--- src/rtl/counter2_pkg.sv ---
// Shared definitions for the counter2 code stream: code points, decoder FSM
// states and the legal-successor function.
package counter2_pkg;

  localparam logic [2:0] C0 = 3'b000;
  localparam logic [2:0] C1 = 3'b010;
  localparam logic [2:0] C2 = 3'b011;
  localparam logic [2:0] C3 = 3'b101;
  localparam logic [2:0] C4 = 3'b111;

  typedef enum logic [1:0] {
    HUNT   = 2'd0,
    ACQ    = 2'd1,
    LOCKED = 2'd2
  } c2_state_t;

  // Successor of a legal code; illegal codes fall back to C0 and must not be relied on.
  function automatic logic [2:0] c2_next(input logic [2:0] code);
    logic [2:0] n;
    case (code)
      C0:      n = C1;
      C1:      n = C2;
      C2:      n = C3;
      C3:      n = C4;
      C4:      n = C0;
      default: n = C0;
    endcase
    return n;
  endfunction

endpackage

--- src/rtl/counter2_code_map.sv ---
// Combinational map from a counter2 code to {legal, index, successor code}.
module counter2_code_map
  import counter2_pkg::*;
(
  input  logic [2:0] code,
  output logic       legal,
  output logic [2:0] idx,
  output logic [2:0] nxt
);

  always_comb begin
    legal = 1'b1;
    idx   = 3'd0;
    case (code)
      C0:      idx = 3'd0;
      C1:      idx = 3'd1;
      C2:      idx = 3'd2;
      C3:      idx = 3'd3;
      C4:      idx = 3'd4;
      default: legal = 1'b0;
    endcase
    nxt = c2_next(code);
  end

endmodule

--- src/rtl/counter2_decoder.sv ---
// counter2 receive decoder: index decode, lock acquisition and sequence checking.
// Optional saturating error counter enabled by COUNTER2_DECODER_ERRCNT_EN.
//
// state  | meaning
// HUNT   | no reference; waiting for any legal code
// ACQ    | following the sequence, counting consecutive correct transitions
// LOCKED | sequence verified; mismatches are reported as seq_err
module counter2_decoder
  import counter2_pkg::*;
#(
  parameter int LOCK_CNT = 3,
  parameter int LOSS_CNT = 2,
  parameter int ERR_W    = 8
) (
  input  logic             clk,
  input  logic             rst_n,
  input  logic             a,
  input  logic             b,
  input  logic             c,
  input  logic             code_vld,
  output logic [2:0]       idx,
  output logic             idx_vld,
  output logic             illegal,
  output logic             seq_err,
  output logic             wrap,
  output logic             locked,
  output logic [ERR_W-1:0] err_cnt
);

  localparam int GW = $clog2(LOCK_CNT + 1);
  localparam int BW = $clog2(LOSS_CNT + 1);

  c2_state_t      state, state_d;
  logic [2:0]     exp_code, exp_d;
  logic [GW-1:0]  good, good_d, good_inc;
  logic [BW-1:0]  bad, bad_d, bad_inc;
  logic [2:0]     idx_d;
  logic           idx_vld_d, illegal_d, seq_err_d, wrap_d;

  logic [2:0]     code;
  logic           map_legal;
  logic [2:0]     map_idx, map_nxt;

  assign code     = {a, b, c};
  assign good_inc = good + GW'(1);
  assign bad_inc  = bad + BW'(1);

  counter2_code_map u_map (
    .code  (code),
    .legal (map_legal),
    .idx   (map_idx),
    .nxt   (map_nxt)
  );

  always_ff @(posedge clk) begin
    if (!rst_n) begin
      state    <= HUNT;
      exp_code <= C0;
      good     <= '0;
      bad      <= '0;
      idx      <= 3'd0;
      idx_vld  <= 1'b0;
      illegal  <= 1'b0;
      seq_err  <= 1'b0;
      wrap     <= 1'b0;
    end else begin
      state    <= state_d;
      exp_code <= exp_d;
      good     <= good_d;
      bad      <= bad_d;
      idx      <= idx_d;
      idx_vld  <= idx_vld_d;
      illegal  <= illegal_d;
      seq_err  <= seq_err_d;
      wrap     <= wrap_d;
    end
  end

  always_comb begin
    state_d   = state;
    exp_d     = exp_code;
    good_d    = good;
    bad_d     = bad;
    idx_d     = idx;
    idx_vld_d = 1'b0;
    illegal_d = 1'b0;
    seq_err_d = 1'b0;
    wrap_d    = 1'b0;
    if (code_vld) begin
      idx_vld_d = map_legal;
      illegal_d = !map_legal;
      if (map_legal) idx_d = map_idx;
      case (state)
        HUNT: begin
          if (map_legal) begin
            state_d = ACQ;
            exp_d   = map_nxt;
            good_d  = '0;
          end
        end
        ACQ: begin
          if (!map_legal) begin
            state_d = HUNT;
          end else if (code == exp_code) begin
            good_d = good_inc;
            exp_d  = map_nxt;
            if (good_inc == GW'(LOCK_CNT)) begin
              state_d = LOCKED;
              bad_d   = '0;
            end
          end else begin
            exp_d  = map_nxt;
            good_d = '0;
          end
        end
        LOCKED: begin
          if (map_legal && code == exp_code) begin
            bad_d  = '0;
            exp_d  = map_nxt;
            wrap_d = (code == C0);
          end else begin
            seq_err_d = 1'b1;
            bad_d     = bad_inc;
            if (bad_inc == BW'(LOSS_CNT)) state_d = HUNT;
            // Illegal samples carry no position, so advance the expectation blindly.
            else if (map_legal) exp_d = map_nxt;
            else exp_d = c2_next(exp_code);
          end
        end
        default: state_d = HUNT;
      endcase
    end
  end

  assign locked = (state == LOCKED);

`ifdef COUNTER2_DECODER_ERRCNT_EN
  always_ff @(posedge clk) begin
    if (!rst_n) err_cnt <= '0;
    else if (seq_err_d && err_cnt != {ERR_W{1'b1}}) err_cnt <= err_cnt + ERR_W'(1);
  end
`else
  assign err_cnt = '0;
`endif

endmodule

--- config.mk ---
export PLATFORM = sky130hd
export DESIGN_NAME = counter2_decoder
export DESIGN_NICKNAME = d
export VERILOG_FILES = /design/src/rtl/counter2_pkg.sv /design/src/rtl/counter2_code_map.sv /design/src/rtl/counter2_decoder.sv
export SDC_FILE = /design/constraint.sdc
export NUM_CORES = 1
export LEC_CHECK = 0
export CAP_MARGIN = 20
export CORE_MARGIN = 5
export CORE_UTILIZATION = 30
export CTS_CLUSTER_DIAMETER = 200
export CTS_CLUSTER_SIZE = 10
export DETAILED_ROUTE_END_ITERATION = 10
export PLACE_DENSITY = 0.62
export RECOVER_POWER = 50
export SYNTH_ARGS = -nofsm -noshare
export SYNTH_HDL_FRONTEND = slang
export SYNTH_SLANG_ARGS = --single-unit
export TNS_END_PERCENT = 10
--- constraint.sdc ---
create_clock -name clk -period 3.3 [get_ports clk]
set_input_delay 0.33 -clock clk [delete_from_list [all_inputs] [get_ports clk]]
set_output_delay 0.33 -clock clk [all_outputs]
set_load 0.02 [all_outputs]
# == Yosys cells after proc, flatten, opt, wreduce, memory -nomap -nowiden ==
# Index checks and enable logic that the tools add are counted.
# op_classes
addsub,2
n_eq_ne,22
mux,26
n_reduce_logical,18
# op_table
operator,n
3-bit one-hot mux with 4 select lines,3
2-bit two-way mux,13
"3-bit by 2-bit equality test with 1-bit output, second input constant",4
3-bit two-way mux,4
4-bit AND reduction,3
"2-bit inequality test, second input constant",5
"3-bit equality test, second input constant",3
"3-bit inequality test, second input constant",3
2-bit one-hot mux with 2 select lines,2
"2-bit equality test, second input constant",3
3-bit zero test,2
2-bit one-hot mux with 3 select lines,1
3-bit one-hot mux with 2 select lines,1
6-bit AND reduction,1
2-bit nonzero test,3
5-bit AND reduction,1
5-bit OR reduction,1
"2-bit by 1-bit adder with 2-bit output, second input constant",2
"2-bit by 1-bit inequality test with 1-bit output, second input constant",2
2-bit AND reduction,2
3-bit equality test,1
3-bit AND reduction,1
"2-bit by 1-bit equality test with 1-bit output, second input constant",1
2-bit zero test,1
other kinds (4),5
# totals
reg_bits,16
in_bits,6
out_inout_bits,16
elab_cells,77

# == Depth between registers and ports, before layout ==
# Gate-level depths: netlist of the first run.
# logic_depth
depth_word,7
depth_mapped,7
depth_no_buf,6

# == Cells and area by module ==
# From an unflattened synthesis of the first run, not the netlist that was laid out.
# hier_totals
cells_unflattened,121
hier_area_um2,993.5
# modules_own_cells
mod,instances,cells_each,area_each_um2,seq_area_each_um2
counter2_decoder,1,109,919.6,320.3
counter2_code_map,1,12,73.8,0.0

# == Worst setup path before layout of the first run ==
# Ideal clock, no wire load.
# synth_path
kind,input-to-reg
startpoint,input port a
endpoint,register exp_code[0]
setup_time_ps,72
arrival_time_ps,1362
t_required_ps,3228
slack_ps,1867
stages,6
cell_sequence,buf_6 -> and4_4 -> o21a_1 -> o21a_1 -> o21ai_2 -> mux2i_1
# synth_between
elab_chain_cells,7
elab_cells_between_ends,18
cone_classes,eq/ne: 7; mux: 7; reduce/logical: 4
# synth_lines
item,line_no,rtl
from (decl),counter2_decoder.sv:17,"input logic a,"
"3-bit equality test, or another cell as far along",counter2_code_map.sv:14,case (code)
5-bit OR reduction (no source line),--,
1-bit two-way mux,counter2_code_map.sv:14,
3-bit two-way mux,counter2_decoder.sv:126,else if (map_legal) exp_d = map_nxt;
3-bit two-way mux,counter2_decoder.sv:124,if (bad_inc == BW'(LOSS_CNT)) state_d = HUNT;
3-bit two-way mux,counter2_decoder.sv:117,if (map_legal && code == exp_code) begin
3-bit one-hot mux with 2 select lines,counter2_decoder.sv:93,case (state)
to (signal assigned),counter2_decoder.sv:68,exp_code <= exp_d;
to (decl),counter2_decoder.sv:34,"logic [2:0] exp_code, exp_d;"
# Several ways; a longest one is shown, not always the timed one. The select of a mux whose other input is x is not followed.
# A chain may end at the register's enable or synchronous reset.

# == Final worst setup path of the first run ==
# layout_path
startpoint,input port c
endpoint,register bad[1]
# layout_between
elab_chain_cells,6
elab_cells_between_ends,14
cone_classes,eq/ne: 7; mux: 3; reduce/logical: 4
# layout_lines
item,line_no,rtl
from (decl),counter2_decoder.sv:19,"input logic c,"
"3-bit equality test, or another cell as far along",counter2_code_map.sv:14,
5-bit OR reduction (no source line),--,
1-bit two-way mux,counter2_code_map.sv:14,
1-bit logical AND,counter2_decoder.sv:117,
2-bit two-way mux,counter2_decoder.sv:117,
2-bit one-hot mux with 2 select lines,counter2_decoder.sv:93,
to (signal assigned),counter2_decoder.sv:60,bad <= '0;
to (signal assigned),counter2_decoder.sv:70,bad <= bad_d;
to (decl),counter2_decoder.sv:36,"logic [BW-1:0] bad, bad_d, bad_inc;"
# Several ways; a longest one is shown, not always the timed one.

==> metrics, run 1 <==
Max Cap Violations 0; Root Buffer clkbuf_8; clock power share 38.4%; cell count after synthesis 137; number of vias per cell 5.00; Final Cycle Share 66.8%; Slew @ Worst Pin 743 ps; Starting Density 30.3%; diodes inserted 0; # port buffers 13; P per Cell Area 368 nW/um2; internal power 0.335 mW; Flop pwr share 44.6%; min-delay src bad[1]$_SDFFE_PN0P_; vias in the first global route 899; ys async rst share 0%; nets@finish 152; status complete, no violations; Net Switching 0.127 mW; chip width 70.4 um; Placer Congestion 0.762; Worst VDD drop 0.000174 V; Slew HR 50.3%; Final setup viols 0; Worst setup EP type register; via count 955; CP Max Fanout 21; # hold bufs at CTS 0; startpoint types input pin; Clock Path Buffers 2; Seq cells post-synth 16; hpwl dp 1730 um; # DRC 0; antenna-violating nets left 0; worst reg-to-reg setup slack 1740 ps; Min-Delay Path Class register to register; Worst R2R End exp_code[0]$_SDFFE_PN0P_; # IOs 22; Die Span Y 70.4 um; R2R depth 5; Req. time, crit path 3430 ps; unique cell type count in the Yosys netlist 46; WL/cell 12.8 um; Pleak 0.485 nW; RR Startpoint exp_code[2]$_SDFFE_PN0P_; total clock buffers created by CTS 3; Post-CTS Setup Bufs 0; sw frac 27.4%; worst hold stages 2; main flop type after synthesis dfxtp_1; Post-Route Utilization 34.8%; CTS resizes 0; Die ar. 4950 um2; CTS tree built; area delta synth->final 14.6%; final hold vios 0; Worst EP arrival 2340 ps; TNS Setup 0 ps; CTS H-tree lvls 1; GRT Residual Overflow 0; Worst-path clk slew 60 ps; post-route setup slack 1100 ps; pre-CTS setup slack 929 ps; pin count of the biggest net entering global routing 22; Synth Warn # 0; DRT Wirelength 2450 um; Skew-Pair Late Insertion Delay 250 ps; initial antenna violation count 0; register area share after synthesis 29.3%; Avg Inst Size Synth 7.98 um2; TritonRoute pass-1 iters 4; EDFF count, synth 0; non-filler instance count after layout 191; share of layout cells above drive strength 1 8.39%; Iter 0 DRT Violations 43; Comb power frac 17.0%; Global Route Usage Sum 9.73%; Crit Path Class input pin to register; RSZ-0062 raised after global routing no; global-route wire length before repair 3950 um; Tmin final 2200 ps; Synth Cell Area 1090 um2; Area after DPL 1200 um2; Post-Place Cells 187; post-route cell area 1250 um2; Sink Count 16; row count 22; end of the worst hold path bad[1]$_SDFFE_PN0P_; clock skew 6.19 ps; Fmax 454 MHz; core area 3610 um2; Final Slew Violations 0
==> how the worst max path moves through the flow <==
stage	to	slack [ps]	cells past startpoint	startpoint
finish	bad[1]$_SDFFE_PN0P_	1100	6	c
global route	bad[1]$_SDFFE_PN0P_	990	6	c
CTS	exp_code[0]$_SDFFE_PN0P_	1180	6	c
detailed placement	bad[1]$_SDFFE_PN0P_	930	6	c
global placement	bad[1]$_SDFFE_PN0P_	980	6	c
floorplan	exp_code[0]$_SDFFE_PN0P_	1870	6	a
==> through the flow <==
stage | power [mW] | hold WS (ps)
2_1_floorplan | 0.278 | 435
3_3_place_gp | 0.288 | 447
3_5_place_dp | 0.290 | 456
4_1_cts | 0.468 | 465
5_1_grt | 0.485 | 500
6_report | 0.461 | 462
==> power groups by stage <==
stage                     combinational (mW)  clock, mW  sequential, mW
after global routing                  0.0851      0.193           0.207
after CTS                             0.0800      0.182           0.206
after detailed placement              0.0795          0           0.210
after floorplan                       0.0681          0           0.210
after global placement                0.0775          0           0.210
final                                 0.0786      0.177           0.206
==> registers in the layout, indices dropped and copies added (netlist names) <==
name      count
exp_code      3
idx           3
bad           2
good          2
state         2
idx_vld       1
illegal       1
seq_err       1
wrap          1
==> per-layer routing <==
layer | track usage (%) | routed length [um] | up-vias
li1 | - | - | 471
met3 | 1.87 | 84 | 4
met5 | 0 | 0 | -
met1 | 11.1 | 1070 | 463
met4 | 3.62 | 23 | 0
met2 | 17.7 | 1270 | 17
==> cell families (layout without fill, tap and decap cells) <==
kind of cell / after synthesis / in the layout / share of synthesized area [%]
DFF: 16 / 16 / 29.3
AOI/OAI and AO/OA: 30 / 30 / 18.2
buffers and inverters: 28 / 27 / 13.6
and+or+nand+nor: 51 / 51 / 28.5
muxes: 4 / 4 / 3.66
other: 1 / 8 / 0.343
xor gates and xnor gates: 4 / 4 / 3.20
adders and majority gates: 3 / 3 / 3.20
==> cell usage after synthesis, types with 2 or more instances <==
cell / n / area share (%)
a21o_1: 2 / 1.4
a21oi_1: 6 / 2.7
a22oi_1: 2 / 1.4
and2_1: 4 / 2.3
buf_2: 5 / 2.3
buf_4: 8 / 5.5
clkbuf_1: 4 / 1.4
dfxtp_1: 16 / 29
ha_1: 2 / 2.3
inv_1: 10 / 3.4
mux2i_1: 4 / 3.7
nand2_1: 11 / 3.8
nand2b_1: 4 / 2.3
nand3b_1: 3 / 2.1
nand4_1: 2 / 1.1
nand4b_1: 2 / 1.6
nor2_1: 8 / 2.7
nor2b_1: 3 / 1.7
nor3_1: 4 / 1.8
o21a_1: 2 / 1.4
o21ai_0: 5 / 2.3
o22ai_1: 4 / 2.3
xnor2_1: 3 / 2.4
==> worst max-delay path: stages <==
cell           delay [ps]
dlygate4sd3_1        1020
or3b_4                480
nand4_4               140
nor3_2                 80
a21o_1                180
mux2i_1               120
==> layout by cell type, fill, tap and decap left out, drive strengths merged, types with 5 or more instances in the layout <==
cell	count
dfxtp	16
nor2	8
a21oi	6
nor3	5
nand2	11
inv	10
dlygate4sd3	10
conb	8
o21ai	7
==> final cells by class <==
| class | instances | area [um2] |
|---|---|---|
| Clock buffer | 4 | 55.1 |
| Timing Repair Buffer | 13 | 130 |
| Sequential cell | 16 | 320 |
| Inverter | 10 | 37.5 |
| Tap cell | 48 | 60.1 |
| Multi-Input combinational cell | 100 | 651 |
| Fill cell | 390 | 2350 |
Note: power is estimated with default switching activity, not from simulation.
==> inputs of run 2 (changes only) <==
==> constraint.sdc (replaced) <==
create_clock -name clk -period 2.25 [get_ports clk]
set_input_delay 0.225 -clock clk [delete_from_list [all_inputs] [get_ports clk]]
set_output_delay 0.225 -clock clk [all_outputs]
set_load 0.02 [all_outputs]
==> metrics, run 2 (same netlist as run 1, synthesis figures left out) <==
status complete, no violations; Fmax 539 MHz; Crit-path slowest cell clkdlybuf4s50_1; Slew @ Worst Pin 567 ps (-176 ps); RSZ-0062 raised after global routing no; Root Buffer clkbuf_8; worst hold stages 2 (unchanged); Crit path top cell by count o21a_1; Global Route Usage Sum 9.89% (+0.16 points); Critical Path, Cell by Cell clkdlybuf4s50_1 > and4_4 > o21a_1 > o21a_1 > o21ai_2 > mux2i_1; Clock Path Buffers 2 (unchanged); global-route wire length before repair 4150 um (+5.1%); area delta synth->final 17.2%; Die Span Y 70.4 um (unchanged); # hold bufs at CTS 0 (unchanged); Fillers 392 (+0.51%); Starting Density 30.3% (unchanged); Placer Congestion 0.791 (+3.9%); P per Cell Area 490 nW/um2 (+33%); biggest regs exp_code x3, idx x3; GRT Residual Overflow 0 (unchanged); RR Startpoint exp_code[2]$_SDFFE_PN0P_; # DRC 0 (unchanged); total clock buffers created by CTS 3 (unchanged); WL/cell 11.4 um (-11%); Worst-path clk slew 60 ps (about the same); Critical Path Max Stage Delay 640 ps (-380 ps); worst reg-to-reg setup slack 720 ps (-1020 ps); vias in the first global route 951 (+5.8%); hpwl dp 1820 um (+4.9%); # port buffers 13 (unchanged); share of layout cells above drive strength 1 10.8% (+2.4 points); Skew-Pair Late Insertion Delay 240 ps (about the same); Sink Count 16 (unchanged); Die ar. 4950 um2 (unchanged); Slew HR 62.2% (+12 points); Worst EP arrival 2020 ps (-320 ps); Final Cycle Share 82.5%; end of the worst hold path bad[1]$_SDFFE_PN0P_; Max Cap Violations 0 (unchanged); R2R depth 5 (unchanged); met3 WL post-DR 67 um (-20%); pin count of the biggest net entering global routing 16 (-27%); non-filler instance count after layout 196 (+2.6%); Post-Place Cells 193 (+3.2%); Worst VDD drop 0.000177 V (+1.9%); antenna-violating nets left 0 (unchanged); Min-Delay Path Class register to register; top layer in use met4; Final setup viols 0 (unchanged); via count 920 (-3.7%); Crit Path Class input pin to register; DRT Wirelength 2240 um (-8.4%); Tmin final 1860 ps; WHS 460 ps (-1.38 ps); # IOs 22 (unchanged); TNS Setup 0 ps (unchanged); CTS H-tree lvls 1 (unchanged); final hold vios 0 (unchanged); startpoint types input pin; Req. time, crit path 2410 ps (-1020 ps); CP Max Fanout 15 (-29%); commonest non-fill, non-tap cell in the layout dfxtp_1; Final Slew Violations 0 (unchanged); initial antenna violation count 0 (unchanged); chip width 70.4 um (unchanged); TritonRoute pass-1 iters 4 (unchanged); Iter 0 DRT Violations 50 (+16%); CTS resizes 0 (unchanged); Post-CTS Setup Bufs 0 (unchanged); core area 3610 um2 (unchanged); most frequent cells in the layout dfxtp_1, nand2_1, inv_1; min-delay src bad[1]$_SDFFE_PN0P_; Met1 Wirelength 1010 um (-5.3%); CTS tree built; nets@finish 158 (+3.9%); met2 WL 1150 um (-9.3%); row count 22 (unchanged); Worst R2R End exp_code[0]$_SDFFE_PN0P_; clock skew 5.43 ps (-0.762 ps); number of vias per cell 4.69 (-6.1%); Worst setup startpoint a; Pleak 0.504 nW (+3.9%); Worst setup EP type register; diodes inserted 0 (unchanged)
==> run 2: changes by cell type in the layout (fill, tap and decap cells not counted), sizes merged <==
cell	delta
clkdlybuf4s50	+2
buf	+5
dlygate4sd3	-2
==> run 2: worst max path at each step <==
stage,cells after the start,slack [ps],endpoint
after floorplan,6,850,exp_code[0]$_SDFFE_PN0P_
after global placement,6,240,exp_code[1]$_SDFFE_PN0P_
after detailed placement,6,140,exp_code[2]$_SDFFE_PN0P_
after CTS,6,380,exp_code[2]$_SDFFE_PN0P_
after global routing,6,280,exp_code[2]$_SDFFE_PN0P_
final,6,390,exp_code[2]$_SDFFE_PN0P_
==> run 2: report_power, final <==
part / total (mW) / internal [mW] / switching, mW
combinational: 0.121 / 0.0508 / 0.0700
clock: 0.204 / 0.118 / 0.0859
sequential: 0.303 / 0.292 / 0.0110
==> run 2: metrics by stage <==
stage	utilization [%]	area (um2)	power, mW	setup slack [ps]
6_report	35.5	1280	0.628	394
5_1_grt	35.5	1280	0.666	284
4_1_cts	35.6	1280	0.643	382
3_5_place_dp	34.5	1240	0.433	140
3_3_place_gp	34.5	1240	0.430	243
2_1_floorplan	-	1120	0.408	848
==> run 2: worst max-delay path, delay by kind of cell <==
family,cells,cell delay [ps]
and+or+nand+nor,1,330
AOI/OAI and AO/OA,3,600
buffers and inverters,1,640
muxes,1,220
==> run 2: cell type report <==
| class | count | area (um2) | area share, % |
|---|---|---|---|
| clock buffers | 3 | 41.3 | 3.22 |
| inverters | 10 | 37.5 | 2.93 |
| multi-input cells | 100 | 651 | 50.8 |
| flip-flops and latches | 16 | 320 | 25.0 |
| well taps | 48 | 60.1 | 4.69 |
| repair buffers | 19 | 171 | 13.4 |
==> run 2: routing by layer <==
metal,track usage [%],vias up
met4,1.91,0
li1,-,481
met2,17.6,9
met5,0,-
met1,12.3,428
met3,1.87,2
==> inputs of run 3 (changes only) <==
==> constraint.sdc (replaced) <==
create_clock -name clk -period 1.9 [get_ports clk]
set_input_delay 0.19 -clock clk [delete_from_list [all_inputs] [get_ports clk]]
set_output_delay 0.19 -clock clk [all_outputs]
set_load 0.02 [all_outputs]
==> metrics, run 3 (same netlist as run 1, synthesis figures left out) <==
internal power 0.599 mW (+30%); worst reg-to-reg setup slack 330 ps (-390 ps); Placer Congestion 0.899 (+14%); commonest non-fill, non-tap cell in the layout dfxtp_1; Req. time, crit path 2080 ps (-330 ps); min-delay src bad[1]$_SDFFE_PN0P_; Min-Delay Path Class register to register; most frequent cells in the layout dfxtp_1, buf_4, nand2_1; total clock buffers created by CTS 3 (unchanged); Worst VDD drop 0.000324 V (+83%); P per Cell Area 607 nW/um2 (+24%); status complete, no violations; # DRC 0 (unchanged); biggest regs exp_code x3, idx x3; non-filler instance count after layout 204 (+4.1%); number of vias per cell 4.82 (+2.8%); CP Max Fanout 9 (-6); Post-CTS Setup Bufs 0 (unchanged); CTS tree built; # hold bufs at CTS 0 (unchanged); RR Startpoint exp_code[2]$_SDFFE_PN0P_; diodes inserted 0 (unchanged); sw frac 27.0% (+0.40 points); area delta synth->final 23.6%; pin count of the biggest net entering global routing 13 (-3); Buf/Inv on CP 2 (+1); CTS H-tree lvls 1 (unchanged); Net Switching 0.221 mW (+33%); RSZ-0062 raised after global routing no; # IOs 22 (unchanged); Die Span Y 70.4 um (unchanged); startpoint types input pin; core area 3610 um2 (unchanged); Max Cap Violations 0 (unchanged); Pleak 0.549 nW (+8.8%); antenna-violating nets left 0 (unchanged); WL/cell 12.0 um (+5.1%); Final Slew Violations 0 (unchanged); initial antenna violation count 0 (unchanged); Flop pwr share 43.7% (-4.6 points); end of the worst hold path bad[1]$_SDFFE_PN0P_; Starting Density 30.3% (unchanged); GRT Residual Overflow 0 (unchanged); final hold vios 0 (unchanged); R2R depth 5 (unchanged); Skew-Pair Late Insertion Delay 250 ps (about the same); WHS 464 ps (+3.62 ps); Crit-path slowest cell clkdlybuf4s50_1; Crit Path Class input pin to register; share of layout cells above drive strength 1 16.0% (+5.2 points); Clock Path Buffers 2 (unchanged); CTS resizes 0 (unchanged); Comb power frac 18.9% (-0.3 points); Fmax 579 MHz; Iter 0 DRT Violations 23 (-54%); met3 WL post-DR 122 um (+82%); met2 WL 1230 um (+7.3%); clock skew 4.05 ps (-1.38 ps); Critical Path, Cell by Cell clkdlybuf4s50_1 > buf_4 > or2_0 > nor2_1 > nor3_1 > o21ai_2 > mux2i_1; hpwl dp 1950 um (+7.5%); clock power share 37.4% (+4.9 points); Worst setup EP type register; TritonRoute pass-1 iters 4 (unchanged); Worst EP arrival 1910 ps (-110 ps); Fillers 378 (-3.6%); DRT Wirelength 2450 um (+9.4%); chip width 70.4 um (unchanged); Worst R2R End exp_code[0]$_SDFFE_PN0P_; top layer in use met4; vias in the first global route 964 (+1.4%); # port buffers 13 (unchanged); Met1 Wirelength 1080 um (+6.1%); Final Cycle Share 91.0%; Worst-path clk slew 70 ps (about the same); Root Buffer clkbuf_8; via count 984 (+7.0%); Post-Place Cells 200 (+3.6%); row count 22 (unchanged); nets@finish 165 (+4.4%); global-route wire length before repair 4220 um (+1.8%); TNS Setup 0 ps (unchanged); Post-Route Utilization 37.5% (+1.9 points); Final setup viols 0 (unchanged); Tmin final 1730 ps; Crit path max-delay family buffers and inverters; Sink Count 16 (unchanged); Global Route Usage Sum 10.5% (+0.59 points); worst hold stages 2 (unchanged); Die ar. 4950 um2 (unchanged); Critical Path Max Stage Delay 580 ps (-60 ps)
[run 3: area by class of cell]
class	instances	area [um2]	share of cell area [%]
clock buffer	4	55.1	4.07
inverter	10	37.5	2.78
multi-input combinational	100	651	48.1
sequential	16	320	23.7
tap	48	60.1	4.44
timing repair buffer	26	228	16.9
[run 3: metal layers]
metal	vias up	track usage, %
met5	-	0
met4	0	2.55
met3	2	3.74
met2	19	18.8
met1	467	11.6
li1	496	-
[run 3: through the flow]
step | power [mW] | area [um2] | setup WS [ps]
2_1_floorplan | 0.483 | 1120 | 498
3_3_place_gp | 0.519 | 1300 | 14.7
3_5_place_dp | 0.523 | 1300 | -89.0
4_1_cts | 0.834 | 1350 | 172
5_1_grt | 0.857 | 1350 | 26.9
6_report | 0.820 | 1350 | 171
[run 3: worst register-to-register path: stages (launching register included)]
cell and delay, ps:
dfxtp_1 520, nand2b_1 200, a21oi_1 100, maj3_1 360
o221ai_1 180, mux2i_1 90
[run 3: worst max-delay path by stage]
stage / start / end / slack, ps / cells after the start
after detailed placement: a / exp_code[2]$_SDFFE_PN0P_ / -90 / 7
after global placement: a / exp_code[2]$_SDFFE_PN0P_ / 10 / 7
after floorplan: exp_code[2]$_SDFFE_PN0P_ / exp_code[0]$_SDFFE_PN0P_ / 500 / 6
after global routing: a / exp_code[2]$_SDFFE_PN0P_ / 30 / 7
final: a / exp_code[2]$_SDFFE_PN0P_ / 170 / 7
after CTS: a / exp_code[2]$_SDFFE_PN0P_ / 170 / 7
[run 3: power groups by stage]
stage / combinational [mW] / clock (mW) / sequential (mW)
after floorplan: 0.118 / 0 / 0.365
after global placement: 0.154 / 0 / 0.365
after detailed placement: 0.157 / 0 / 0.366
after CTS: 0.158 / 0.318 / 0.358
after global routing: 0.171 / 0.326 / 0.360
final: 0.155 / 0.306 / 0.358
